## src/rtl/alu_pkg.sv

```systemverilog
`default_nettype none
// +----------------------------------------------------------------------+
// | alu_pkg : shared encodings for the ALU sequencer                      |
// | Rev 1.0                                                              |
// +----------------------------------------------------------------------+
package alu_pkg;

  localparam logic [1:0] OP_NAND = 2'b00;
  localparam logic [1:0] OP_NOR  = 2'b01;
  localparam logic [1:0] OP_XOR  = 2'b10;
  localparam logic [1:0] OP_ADD  = 2'b11;

  localparam logic [1:0] KIND_ALU   = 2'b00;
  localparam logic [1:0] KIND_LOADI = 2'b01;
  localparam logic [1:0] KIND_OUT   = 2'b10;
  localparam logic [1:0] KIND_NOP   = 2'b11;

  localparam int KIND_HI = 15;
  localparam int KIND_LO = 14;
  localparam int OPC_HI  = 13;
  localparam int OPC_LO  = 12;
  localparam int RD_HI   = 11;
  localparam int RD_LO   = 10;
  localparam int RS1_HI  = 9;
  localparam int RS1_LO  = 8;
  localparam int RS2_HI  = 7;
  localparam int RS2_LO  = 6;
  localparam int IMM_HI  = 7;
  localparam int IMM_LO  = 0;

  typedef enum logic [1:0] {
    IDLE     = 2'd0,
    EXEC     = 2'd1,
    OUT_WAIT = 2'd2
  } state_t;

endpackage
`default_nettype wire

```

## src/rtl/alu_sequencer_if.sv

```systemverilog
`default_nettype none
// +----------------------------------------------------------------------+
// | alu_sequencer_if : instruction, ALU and result buses of the sequencer |
// | Rev 1.0                                                              |
// +----------------------------------------------------------------------+
interface alu_sequencer_if #(
  parameter int DATA_W = 8
);
  logic              instr_valid;
  logic              instr_ready;
  logic [15:0]       instr;
  logic [DATA_W-1:0] alu_a;
  logic [DATA_W-1:0] alu_b;
  logic [1:0]        alu_opc;
  logic [DATA_W-1:0] alu_result;
  logic              res_valid;
  logic              res_ready;
  logic [DATA_W-1:0] res_data;
  logic              zero_flag;
  logic [7:0]        retired;

  // slave is the sequencer; master is the surrounding environment (source, ALU, consumer)
  modport slave (
    input  instr_valid, instr, alu_result, res_ready,
    output instr_ready, alu_a, alu_b, alu_opc, res_valid, res_data, zero_flag, retired
  );

  modport master (
    output instr_valid, instr, alu_result, res_ready,
    input  instr_ready, alu_a, alu_b, alu_opc, res_valid, res_data, zero_flag, retired
  );
endinterface
`default_nettype wire

```

## src/rtl/seq_regfile.sv

```systemverilog
`default_nettype none
// +----------------------------------------------------------------------+
// | seq_regfile : NREGS x DATA_W registers, 2 async read ports, 1 write   |
// | Rev 1.0                                                              |
// +----------------------------------------------------------------------+
module seq_regfile #(
  parameter  int DATA_W = 8,
  parameter  int NREGS  = 4,
  localparam int AW     = $clog2(NREGS)
) (
  input  wire logic              clk,
  input  wire logic              rst_n,
  input  wire logic              we_i,
  input  wire logic [AW-1:0]     waddr_i,
  input  wire logic [DATA_W-1:0] wdata_i,
  input  wire logic [AW-1:0]     raddr_a_i,
  output logic      [DATA_W-1:0] rdata_a_o,
  input  wire logic [AW-1:0]     raddr_b_i,
  output logic      [DATA_W-1:0] rdata_b_o
);

  logic [DATA_W-1:0] regs_q [NREGS];

  always_ff @(posedge clk or negedge rst_n) begin
    if (!rst_n) begin
      for (int i = 0; i < NREGS; i++) regs_q[i] <= '0;
    end else if (we_i) begin
      regs_q[waddr_i] <= wdata_i;
    end
  end

  assign rdata_a_o = regs_q[raddr_a_i];
  assign rdata_b_o = regs_q[raddr_b_i];

endmodule
`default_nettype wire

```

## src/rtl/alu_sequencer.sv

```systemverilog
`default_nettype none
// +----------------------------------------------------------------------+
// | alu_sequencer : instruction FSM feeding an external 4-function ALU    |
// | Rev 1.0                                                              |
// +----------------------------------------------------------------------+
module alu_sequencer
  import alu_pkg::*;
#(
  parameter int DATA_W = 8,
  parameter int NREGS  = 4
) (
  input wire logic       clk,
  input wire logic       rst_n,
  alu_sequencer_if.slave bus
);

  state_t            state_q;
  logic              ready_en_q;
  logic [1:0]        rd_q;
  logic [DATA_W-1:0] alu_a_q;
  logic [DATA_W-1:0] alu_b_q;
  logic [1:0]        alu_opc_q;
  logic              res_valid_q;
  logic [DATA_W-1:0] res_data_q;
  logic              zero_q;
  logic [7:0]        retired_q;

  logic              we_d;
  logic [1:0]        waddr_d;
  logic [DATA_W-1:0] wdata_d;
  logic [DATA_W-1:0] rf_a;
  logic [DATA_W-1:0] rf_b;
  logic              accept;
  logic [1:0]        kind;

  assign kind   = bus.instr[KIND_HI:KIND_LO];
  // ready_en_q keeps instr_ready low until the first edge after reset release
  assign bus.instr_ready = ready_en_q && (state_q == IDLE);
  assign accept = bus.instr_valid && bus.instr_ready;

  seq_regfile #(.DATA_W(DATA_W), .NREGS(NREGS)) u_regfile (
    .clk       (clk),
    .rst_n     (rst_n),
    .we_i      (we_d),
    .waddr_i   (waddr_d),
    .wdata_i   (wdata_d),
    .raddr_a_i (bus.instr[RS1_HI:RS1_LO]),
    .rdata_a_o (rf_a),
    .raddr_b_i (bus.instr[RS2_HI:RS2_LO]),
    .rdata_b_o (rf_b)
  );

  always_comb begin
    we_d    = 1'b0;
    waddr_d = bus.instr[RD_HI:RD_LO];
    wdata_d = DATA_W'(bus.instr[IMM_HI:IMM_LO]);
    if (state_q == EXEC) begin
      we_d    = 1'b1;
      waddr_d = rd_q;
      wdata_d = bus.alu_result;
    end else if (accept && kind == KIND_LOADI) begin
      we_d    = 1'b1;
    end
  end

  always_ff @(posedge clk or negedge rst_n) begin
    if (!rst_n) begin
      state_q     <= IDLE;
      ready_en_q  <= 1'b0;
      rd_q        <= 2'd0;
      alu_a_q     <= '0;
      alu_b_q     <= '0;
      alu_opc_q   <= OP_NAND;
      res_valid_q <= 1'b0;
      res_data_q  <= '0;
      zero_q      <= 1'b0;
      retired_q   <= 8'd0;
    end else begin
      ready_en_q <= 1'b1;
      case (state_q)
        IDLE: begin
          if (accept) begin
            case (kind)
              KIND_ALU: begin
                alu_a_q   <= rf_a;
                alu_b_q   <= rf_b;
                alu_opc_q <= bus.instr[OPC_HI:OPC_LO];
                rd_q      <= bus.instr[RD_HI:RD_LO];
                state_q   <= EXEC;
              end
              KIND_OUT: begin
                res_data_q  <= rf_a;
                res_valid_q <= 1'b1;
                state_q     <= OUT_WAIT;
              end
              default: retired_q <= retired_q + 8'd1;  // LOADI and NOP retire on accept
            endcase
          end
        end
        EXEC: begin
          zero_q    <= (bus.alu_result == '0);
          retired_q <= retired_q + 8'd1;
          state_q   <= IDLE;
        end
        OUT_WAIT: begin
          if (bus.res_ready) begin
            res_valid_q <= 1'b0;
            retired_q   <= retired_q + 8'd1;
            state_q     <= IDLE;
          end
        end
        default: state_q <= IDLE;
      endcase
    end
  end

  assign bus.alu_a     = alu_a_q;
  assign bus.alu_b     = alu_b_q;
  assign bus.alu_opc   = alu_opc_q;
  assign bus.res_valid = res_valid_q;
  assign bus.res_data  = res_data_q;
  assign bus.zero_flag = zero_q;
  assign bus.retired   = retired_q;

endmodule
`default_nettype wire

```

## src/flat_wrapper.sv

```systemverilog
// flat-port wrapper written by rule: the top's interface ports become plain ports
module alu_sequencer_flat import alu_pkg::*;
#(
  parameter int DATA_W = 8,
  parameter int NREGS  = 4
)
  (clk, rst_n, bus_instr_valid, bus_instr, bus_alu_result, bus_res_ready, bus_instr_ready, bus_alu_a, bus_alu_b, bus_alu_opc, bus_res_valid, bus_res_data, bus_zero_flag, bus_retired);
  alu_sequencer_if #(.DATA_W(DATA_W)) bus_i ();
  input wire logic clk;
  input wire logic rst_n;
  input wire logic [$bits(bus_i.instr_valid)-1:0] bus_instr_valid;
  input wire logic [$bits(bus_i.instr)-1:0] bus_instr;
  input wire logic [$bits(bus_i.alu_result)-1:0] bus_alu_result;
  input wire logic [$bits(bus_i.res_ready)-1:0] bus_res_ready;
  output wire logic [$bits(bus_i.instr_ready)-1:0] bus_instr_ready;
  output wire logic [$bits(bus_i.alu_a)-1:0] bus_alu_a;
  output wire logic [$bits(bus_i.alu_b)-1:0] bus_alu_b;
  output wire logic [$bits(bus_i.alu_opc)-1:0] bus_alu_opc;
  output wire logic [$bits(bus_i.res_valid)-1:0] bus_res_valid;
  output wire logic [$bits(bus_i.res_data)-1:0] bus_res_data;
  output wire logic [$bits(bus_i.zero_flag)-1:0] bus_zero_flag;
  output wire logic [$bits(bus_i.retired)-1:0] bus_retired;
  assign bus_i.instr_valid = bus_instr_valid;
  assign bus_i.instr = bus_instr;
  assign bus_i.alu_result = bus_alu_result;
  assign bus_i.res_ready = bus_res_ready;
  assign bus_instr_ready = bus_i.instr_ready;
  assign bus_alu_a = bus_i.alu_a;
  assign bus_alu_b = bus_i.alu_b;
  assign bus_alu_opc = bus_i.alu_opc;
  assign bus_res_valid = bus_i.res_valid;
  assign bus_res_data = bus_i.res_data;
  assign bus_zero_flag = bus_i.zero_flag;
  assign bus_retired = bus_i.retired;
  alu_sequencer #(.DATA_W(DATA_W), .NREGS(NREGS)) u_core (.clk(clk), .rst_n(rst_n), .bus(bus_i));
endmodule
```

## config.mk

```make
export PLATFORM = sky130hd
export DESIGN_NAME = alu_sequencer_flat
export DESIGN_NICKNAME = d
export VERILOG_FILES = /design/src/rtl/alu_pkg.sv /design/src/rtl/alu_sequencer_if.sv /design/src/rtl/seq_regfile.sv /design/src/rtl/alu_sequencer.sv /design/src/flat_wrapper.sv
export SDC_FILE = /design/constraint.sdc
export NUM_CORES = 1
export LEC_CHECK = 0
export ABC_AREA = 1
export CAP_MARGIN = 40
export CORE_MARGIN = 3
export CORE_UTILIZATION = 30
export CTS_BUF_LIST = sky130_fd_sc_hd__clkbuf_2
export CTS_CLUSTER_SIZE = 25
export DETAILED_ROUTE_END_ITERATION = 16
export GPL_TIMING_DRIVEN = 1
export HOLD_SLACK_MARGIN = 0.02
export PLACE_DENSITY = 0.46
export SYNTH_ARGS = -nofsm -noshare
export SYNTH_HDL_FRONTEND = slang
export SYNTH_HIERARCHICAL = 1
export SYNTH_SLANG_ARGS = --single-unit
```

## constraint.sdc

```tcl
create_clock -name clk -period 4.13 [get_ports clk]
set_input_delay 0.413 -clock clk [delete_from_list [all_inputs] [get_ports clk]]
set_output_delay 0.413 -clock clk [all_outputs]
set_load 0.005 [all_outputs]
```

* Word level (Yosys, flattened, before mapping) *
Index checks and enable logic that the tools add are counted.

word-level totals
  input bits = 28
  register bits after elaboration = 73
  output and inout port bits = 37
  word-level logic and storage cells = 71

cells by class
  order comparisons = 4
  mux-type cells = 25
  reduce and logical (&&, ||, !) cells = 15
  bitwise operators = 3
  eq/ne operators = 9
  add/subtract/negate cells = 1

operator list
  kind                 number
  $mux 8               9
  $bmux 8 s2           2
  $bwmux 32            1
  $pmux 8 s3           1
  $demux 8 s2          1
  $ge 3x3->1 const B   3
  $not 2->3            3
  $reduce_and 3->1     3
  $add 8x1->8 const B  1
  $logic_not 8->1      1
  $pmux 2 s2           2
  $reduce_and 4->1     2
  $mux 2               3
  $ne 2x2->1 const B   3
  $mux 1               5
  $eq 2x1->1 const B   2
  $eq 2x2->1 const B   2
  $logic_and 1x1->1    4
  $logic_not 2->1      2
  $lt 3x1->1 const B   1
  $ne 3x3->1 const B   1
  $reduce_bool 3->1    1
  $ne 2x1->1 const B   1
  $pmux 1 s2           1
  other kinds (2)      2

* Depth between registers and ports, before layout *
  depth after elaboration = 8
  gate-level depth with buffers = 9
  gate-level depth less buffers = 7

* Hierarchy *
The synthesis kept the hierarchy.

modules (own cells, without submodules)
  module         cells an instance  area each (um^2)  instances  seq. area each (um^2)
  seq_regfile    297                2053.2            1          800.8
  alu_sequencer  242                1970.6            1          1026.0

* Worst setup path before layout *
OpenSTA, ideal clock, no wires.

  kind = register to register
  from = reg u_core.state_q[1]
  to = reg u_core/u_regfile/regs_q[24] (netlist name)
  clock period less this slack = 1.744 ns
  library setup time = 0.117 ns
  cell stages (with the launch flop) = 10
  required time = 4.013 ns
  setup slack = 2.386 ns
  path buffers = 2
  data arrival time = 1.627 ns
  cell sequence = dfrtp_1 inv_2 nand2_2 buf_4 mux2_2 buf_6 nor2_8 nand2_4 nand2_1 nand2_1

on the way
  longest elaborated chain between the ends = 8
  elaborated cells on any way between the ends = 16
  classes of those cells = 2 x order compare; 1 x eq/ne; 7 x mux; 1 x bitwise; 5 x reduce/logical

ends and longest elaborated chain
  element                                                                line                 RTL
  start, declared                                                        alu_sequencer.sv:17  state_t state_q;
  start signal, assigned                                                 alu_sequencer.sv:68  state_q <= IDLE;
  start signal, assigned                                                 alu_sequencer.sv:89  state_q <= EXEC;
  start signal, assigned                                                 alu_sequencer.sv:94  state_q <= OUT_WAIT;
  $eq 2x1->1 *                                                           alu_sequencer.sv:57  if (state_q == EXEC) begin
  $mux 2 *                                                               alu_sequencer.sv:57
  via u_core.waddr_d[0]                                                  alu_sequencer.sv:29  logic [1:0] waddr_d;
  $not 2->3 (not written as such) *                                      seq_regfile.sv:28    regs_q[waddr_i] <= wdata_i;
  $ge 3x3->1 (not written as such) / $lt 3x1->1 (equally long branches)  seq_regfile.sv:28
  $logic_and 1x1->1 (not written as such)                                seq_regfile.sv:28
  $mux 8 (not written as such)                                           seq_regfile.sv:28
  $demux 8 s2 *                                                          seq_regfile.sv:28
  $bwmux 32 *                                                            seq_regfile.sv:28
  end signal, assigned by index                                          seq_regfile.sv:28
  end, declared                                                          seq_regfile.sv:22    logic [DATA_W-1:0] regs_q [NREGS];

Mark *: on every way through the listed nets, which the timed path passes. The rest lies on a longest branch.
A chain may end at the register's enable or synchronous reset.

* Worst setup path in the final report *
  from = reg u_core.state_q[0]
  to = out bus_instr_ready

on the way
  longest elaborated chain between the ends = 2

ends and longest elaborated chain
  element            line                 RTL
  $logic_not 2->1    alu_sequencer.sv:38  assign bus.instr_ready = ready_en_q && (state_q == IDLE);
  $logic_and 1x1->1  alu_sequencer.sv:38
  end, declared      flat_wrapper.sv:15   output wire logic [$bits(bus_i.instr_ready)-1:0] bus_instr_ready;

Every way passes these cells.

==> reports/metrics.csv <==
stage,metric,value,unit
sta,RSZ-0062 raised after global routing,no,
setup_path,slowest library cell on the worst path,sky130_fd_sc_hd__clkdlybuf4s50_1,
power_and_ir_drop,share of total power in combinational logic,34.3,%
floorplan,Top Ports,65,
sta,slew at the pin with the worst max-slew slack,0.761,ns
synth,number of library cell types mapped by synthesis,28,
floorplan,Initial Utilization,31.3,%
floorplan,Die Ht,122,um
worst_hold_path,worst hold path type,in2reg,
detailed_routing,drt first pass iters,5,
power_and_ir_drop,switching power summed over all nets,0.820,mW
synth,synthesized netlist cell count,539,
layout,"Design Area, Final",4880,um^2
synth,Post-Synthesis Cell Area,4020,um^2
synth,most used flip-flop cell after synthesis,sky130_fd_sc_hd__dfrtp_1,
synth,fraction of registers with async set or reset after synthesis,100,%
detailed_routing,DRC violations left,0,
setup_path,crit path kind,reg2out,
floorplan,Row Count,41,
power_and_ir_drop,part of the total power dissipated in the clock network,18.0,%
floorplan,overall die width,122,um
layout,fin nets,628,
synth,share of the synthesized area in the top cell type,45.4,%
detailed_routing,drt initial violations,311,
clock_network,Num CTS Buffers,9,
setup_path,CP endpoint kind,primary output,
sta,final critical delay including setup and external delays,2.23,ns
power_and_ir_drop,fraction of power spent switching nets,36.7,%
sta,max-slew violation count,0,
global_route,remaining global-route overflow,0,
layout,layout cell share with drive strength beyond 1,9.77,%
synth,count of synthesis-stage warnings from yosys,6,
synth,sequential share of the synthesized area,45.4,%
setup_path,worst path buffer plus inverter count,2,
floorplan,area of the core,12900,um^2
synth,average footprint of a synthesized cell,7.47,um^2
global_route,global-route wire length before repair,18400,um
detailed_routing,remaining antenna violation count after routing,0,
global_route,initial antenna violation count,1,
power_and_ir_drop,sequential group share of total power,47.6,%
sta,aggregate negative setup slack,0,ns
setup_path,worst path cell trace,"inv_1, nand2_1, nor2_1, clkdlybuf4s50_1",
setup_path,largest delay contributor family on the critical path,buffers and inverters,
run_status,outcome,"finished, final reports clean",
global_route,via count of the first global-routing pass,3431,
setup_path,crit path max fanout,4,
synth,leading post-synthesis cells by cell area,"sky130_fd_sc_hd__dfrtp_1 45%, sky130_fd_sc_hd__nand2_1 25%, sky130_fd_sc_hd__nand3_1 5.5%",
detailed_routing,detailed-route via count,3493,
power_and_ir_drop,VDD IR max,172,uV
run,maximum capacitance violations,0,
power_and_ir_drop,power density normalized to cell area,457,nW/um^2
clock_network,Max clock buf depth,2,
setup_path,biggest cell delay along the critical path,0.50,ns
synth,number of enable flip-flop cells after synthesis,0,
sta,hold_ws,0.386,ns
sta,"Period Utilization, post-route",54.0,%
clock_network,root buffer selected by CTS,sky130_fd_sc_hd__clkbuf_2,
floorplan,Die Area,14800,um^2
clock_network,Resized cells post-CTS,0,
sta,skew final,0.0180,ns
synth,#FFs+latches synth,73,
synth,net count after synthesis,568,
clock_network,clock slew at the register clock pins of the worst setup and hold paths,0.20,ns
power_and_ir_drop,Int Power,1.41,mW
clock_network,H-Tree Depth,3,
setup_path,startpoint types,register,
placed_design,cell area after placement,4760,um^2
layout,P&R area growth vs syn,21.2,%
sta,relative slew slack,48.7,%
global_route,largest net degree at the start of global routing,43,
clock_network,clk sinks,73,
power_and_ir_drop,Lkg Pwr,2.59,nW
clock_network,later-pin clock latency in the skew report,0.55,ns
setup_path,data arrival at the endpoint of the critical path,1.82,ns
sta,final setup violation count,0,
sta,hold violation count in the final report,0,
clock_network,CTS tree,yes,
placed_design,gpl congestion,0.810,
global_route,global-route usage over all layers,16.1,%
setup_path,required time reported for the critical path endpoint,3.72,ns
detailed_routing,wire length per cell after detailed routing,14.5,um
detailed_routing,number of vias per cell after detailed routing,4.50,
placed_design,count of input and output buffers,64,
sta,highest achievable clock rate,448,MHz
placed_design,detailed-placement wirelength estimate,8390,um
synth,dominant cell type by area after synthesis,sky130_fd_sc_hd__dfrtp_1,
detailed_routing,final wirelength,11300,um
## registers in the layout, summed over array words and instances, names as in the netlist
register	cells
u_core/u_regfile/regs_q	32
u_core/bus.alu_a	8
u_core/bus.alu_b	8
u_core/bus.res_data	8
u_core/bus.retired	8
u_core/bus.alu_opc	2
u_core/rd_q	2
u_core/state_q	2
u_core/bus.res_valid	1
u_core/bus.zero_flag	1
u_core/ready_en_q	1
## placed cells by master (no fill, tap or decap), types with 4 or more instances in the layout
| cell type | netlist | layout |
|---|---|---|
| sky130_fd_sc_hd__o21ai_2 | 9 | 9 |
| sky130_fd_sc_hd__inv_2 | 7 | 7 |
| sky130_fd_sc_hd__nand4_1 | 18 | 18 |
| sky130_fd_sc_hd__mux2_2 | 7 | 7 |
| sky130_fd_sc_hd__nand2_1 | 267 | 267 |
| sky130_fd_sc_hd__nand2_2 | 4 | 4 |
| sky130_fd_sc_hd__nor2_1 | 8 | 8 |
| sky130_fd_sc_hd__clkbuf_2 | 0 | 10 |
| sky130_fd_sc_hd__nand3_1 | 44 | 44 |
| sky130_fd_sc_hd__clkdlybuf4s50_1 | 0 | 63 |
| sky130_fd_sc_hd__inv_1 | 56 | 56 |
| sky130_fd_sc_hd__dfrtp_1 | 73 | 73 |
## timing repair
item | CTS | global route
setup buffers | 0 | 0
endpoints found under the hold margin | 31 | 0
hold buffers | 1 | 0
endpoints found under the setup margin | 0 | 0
## final cells by class
cell class	instances	area, um^2
Antenna cell	1	2.50
Clock buffer	10	50.0
Clock inverter	6	58.8
Fill cell	1368	8000
Inverter	63	236
Multi-Input combinational cell	384	1820
Sequential cell	73	1830
Tap cell	172	215
Timing Repair Buffer	68	668
## cell families after synthesis
| family | count (synthesis) | synth area share, % |
|---|---|---|
| adder cells (fa/ha/maj) | 1 | 0.311 |
| buffers and inverters | 82 | 9.73 |
| XOR/XNOR | 3 | 0.653 |
| AO/OA/AOI/OAI | 15 | 2.83 |
| AND/OR/NAND/NOR | 357 | 39.0 |
| flip-flops | 73 | 45.4 |
| other | 1 | 0.0932 |
| multiplexers | 7 | 1.96 |
## final timing paths
kind | start | end | slack (ns) | depth (start not counted)
setup reg to reg | u_core/state_q[1] | u_core/u_regfile/regs_q[23] | 2.08 | 7
hold reg to reg | u_core/u_regfile/regs_q[11] | u_core/u_regfile/regs_q[11] | 0.50 | 2
hold / removal | bus_instr[13] | u_core/bus.alu_opc[1] | 0.39 | 3
min in group asynchronous | rst_n | u_core/bus.retired[6] | 0.41 | 2
max in group asynchronous | rst_n | u_core/u_regfile/regs_q[25] | 2.69 | 3
setup / recovery | u_core/state_q[0] | bus_instr_ready | 1.90 | 4
## metal layers
layer  global-route usage (%)  vias to the layer above  wire [um]
met5                        0                        -          0
met2                     25.1                       91       5120
met1                     22.2                     1591       5310
met4                     5.18                        0        244
li1                         -                     1794          -
met3                     3.85                       17        602
## power groups by stage
stage                     clock network (mW)  logic (mW)  registers [mW]
after floorplan                            0       0.420            1.05
after global placement                     0       0.760            1.08
after detailed placement                   0       0.770            1.08
after CTS                              0.422       0.773            1.07
after global routing                   0.454       0.871            1.09
final                                  0.403       0.766            1.06
## worst min-delay path, delay by kind of cell
| kind | cells | cell delay (ns) |
|---|---|---|
| buf+inv | 1 | 0.40 |
| simple gates | 2 | 0.12 |
## per-stage QoR
stage	cells	power [mW]	setup WS, ns	utilization [%]
3_3_place_gp	759	1.84	1.89	36.9
2_1_floorplan	539	1.47	2.39	-
3_5_place_dp	759	1.85	1.88	36.9
5_1_grt	777	2.42	1.71	37.9
6_report	777	2.23	1.90	37.9
4_1_cts	776	2.26	1.86	37.9
## synth_stat cells (3+ instances only)
cell                        n
sky130_fd_sc_hd__xor2_1     3
sky130_fd_sc_hd__nand2_2    4
sky130_fd_sc_hd__nor2_1     8
sky130_fd_sc_hd__nor3_1     3
sky130_fd_sc_hd__mux2_2     7
sky130_fd_sc_hd__dfrtp_1   73
sky130_fd_sc_hd__nand4_1   18
sky130_fd_sc_hd__buf_6      6
sky130_fd_sc_hd__inv_2      7
sky130_fd_sc_hd__nand3_1   44
sky130_fd_sc_hd__inv_1     56
sky130_fd_sc_hd__buf_4      9
sky130_fd_sc_hd__nand2_1  267
sky130_fd_sc_hd__nand3_4    3
sky130_fd_sc_hd__nor2_4     3
sky130_fd_sc_hd__o21ai_0    3
sky130_fd_sc_hd__buf_2      4
sky130_fd_sc_hd__nand3_2    3
sky130_fd_sc_hd__o21ai_2    9
Note: power is estimated with default switching activity, not from simulation.
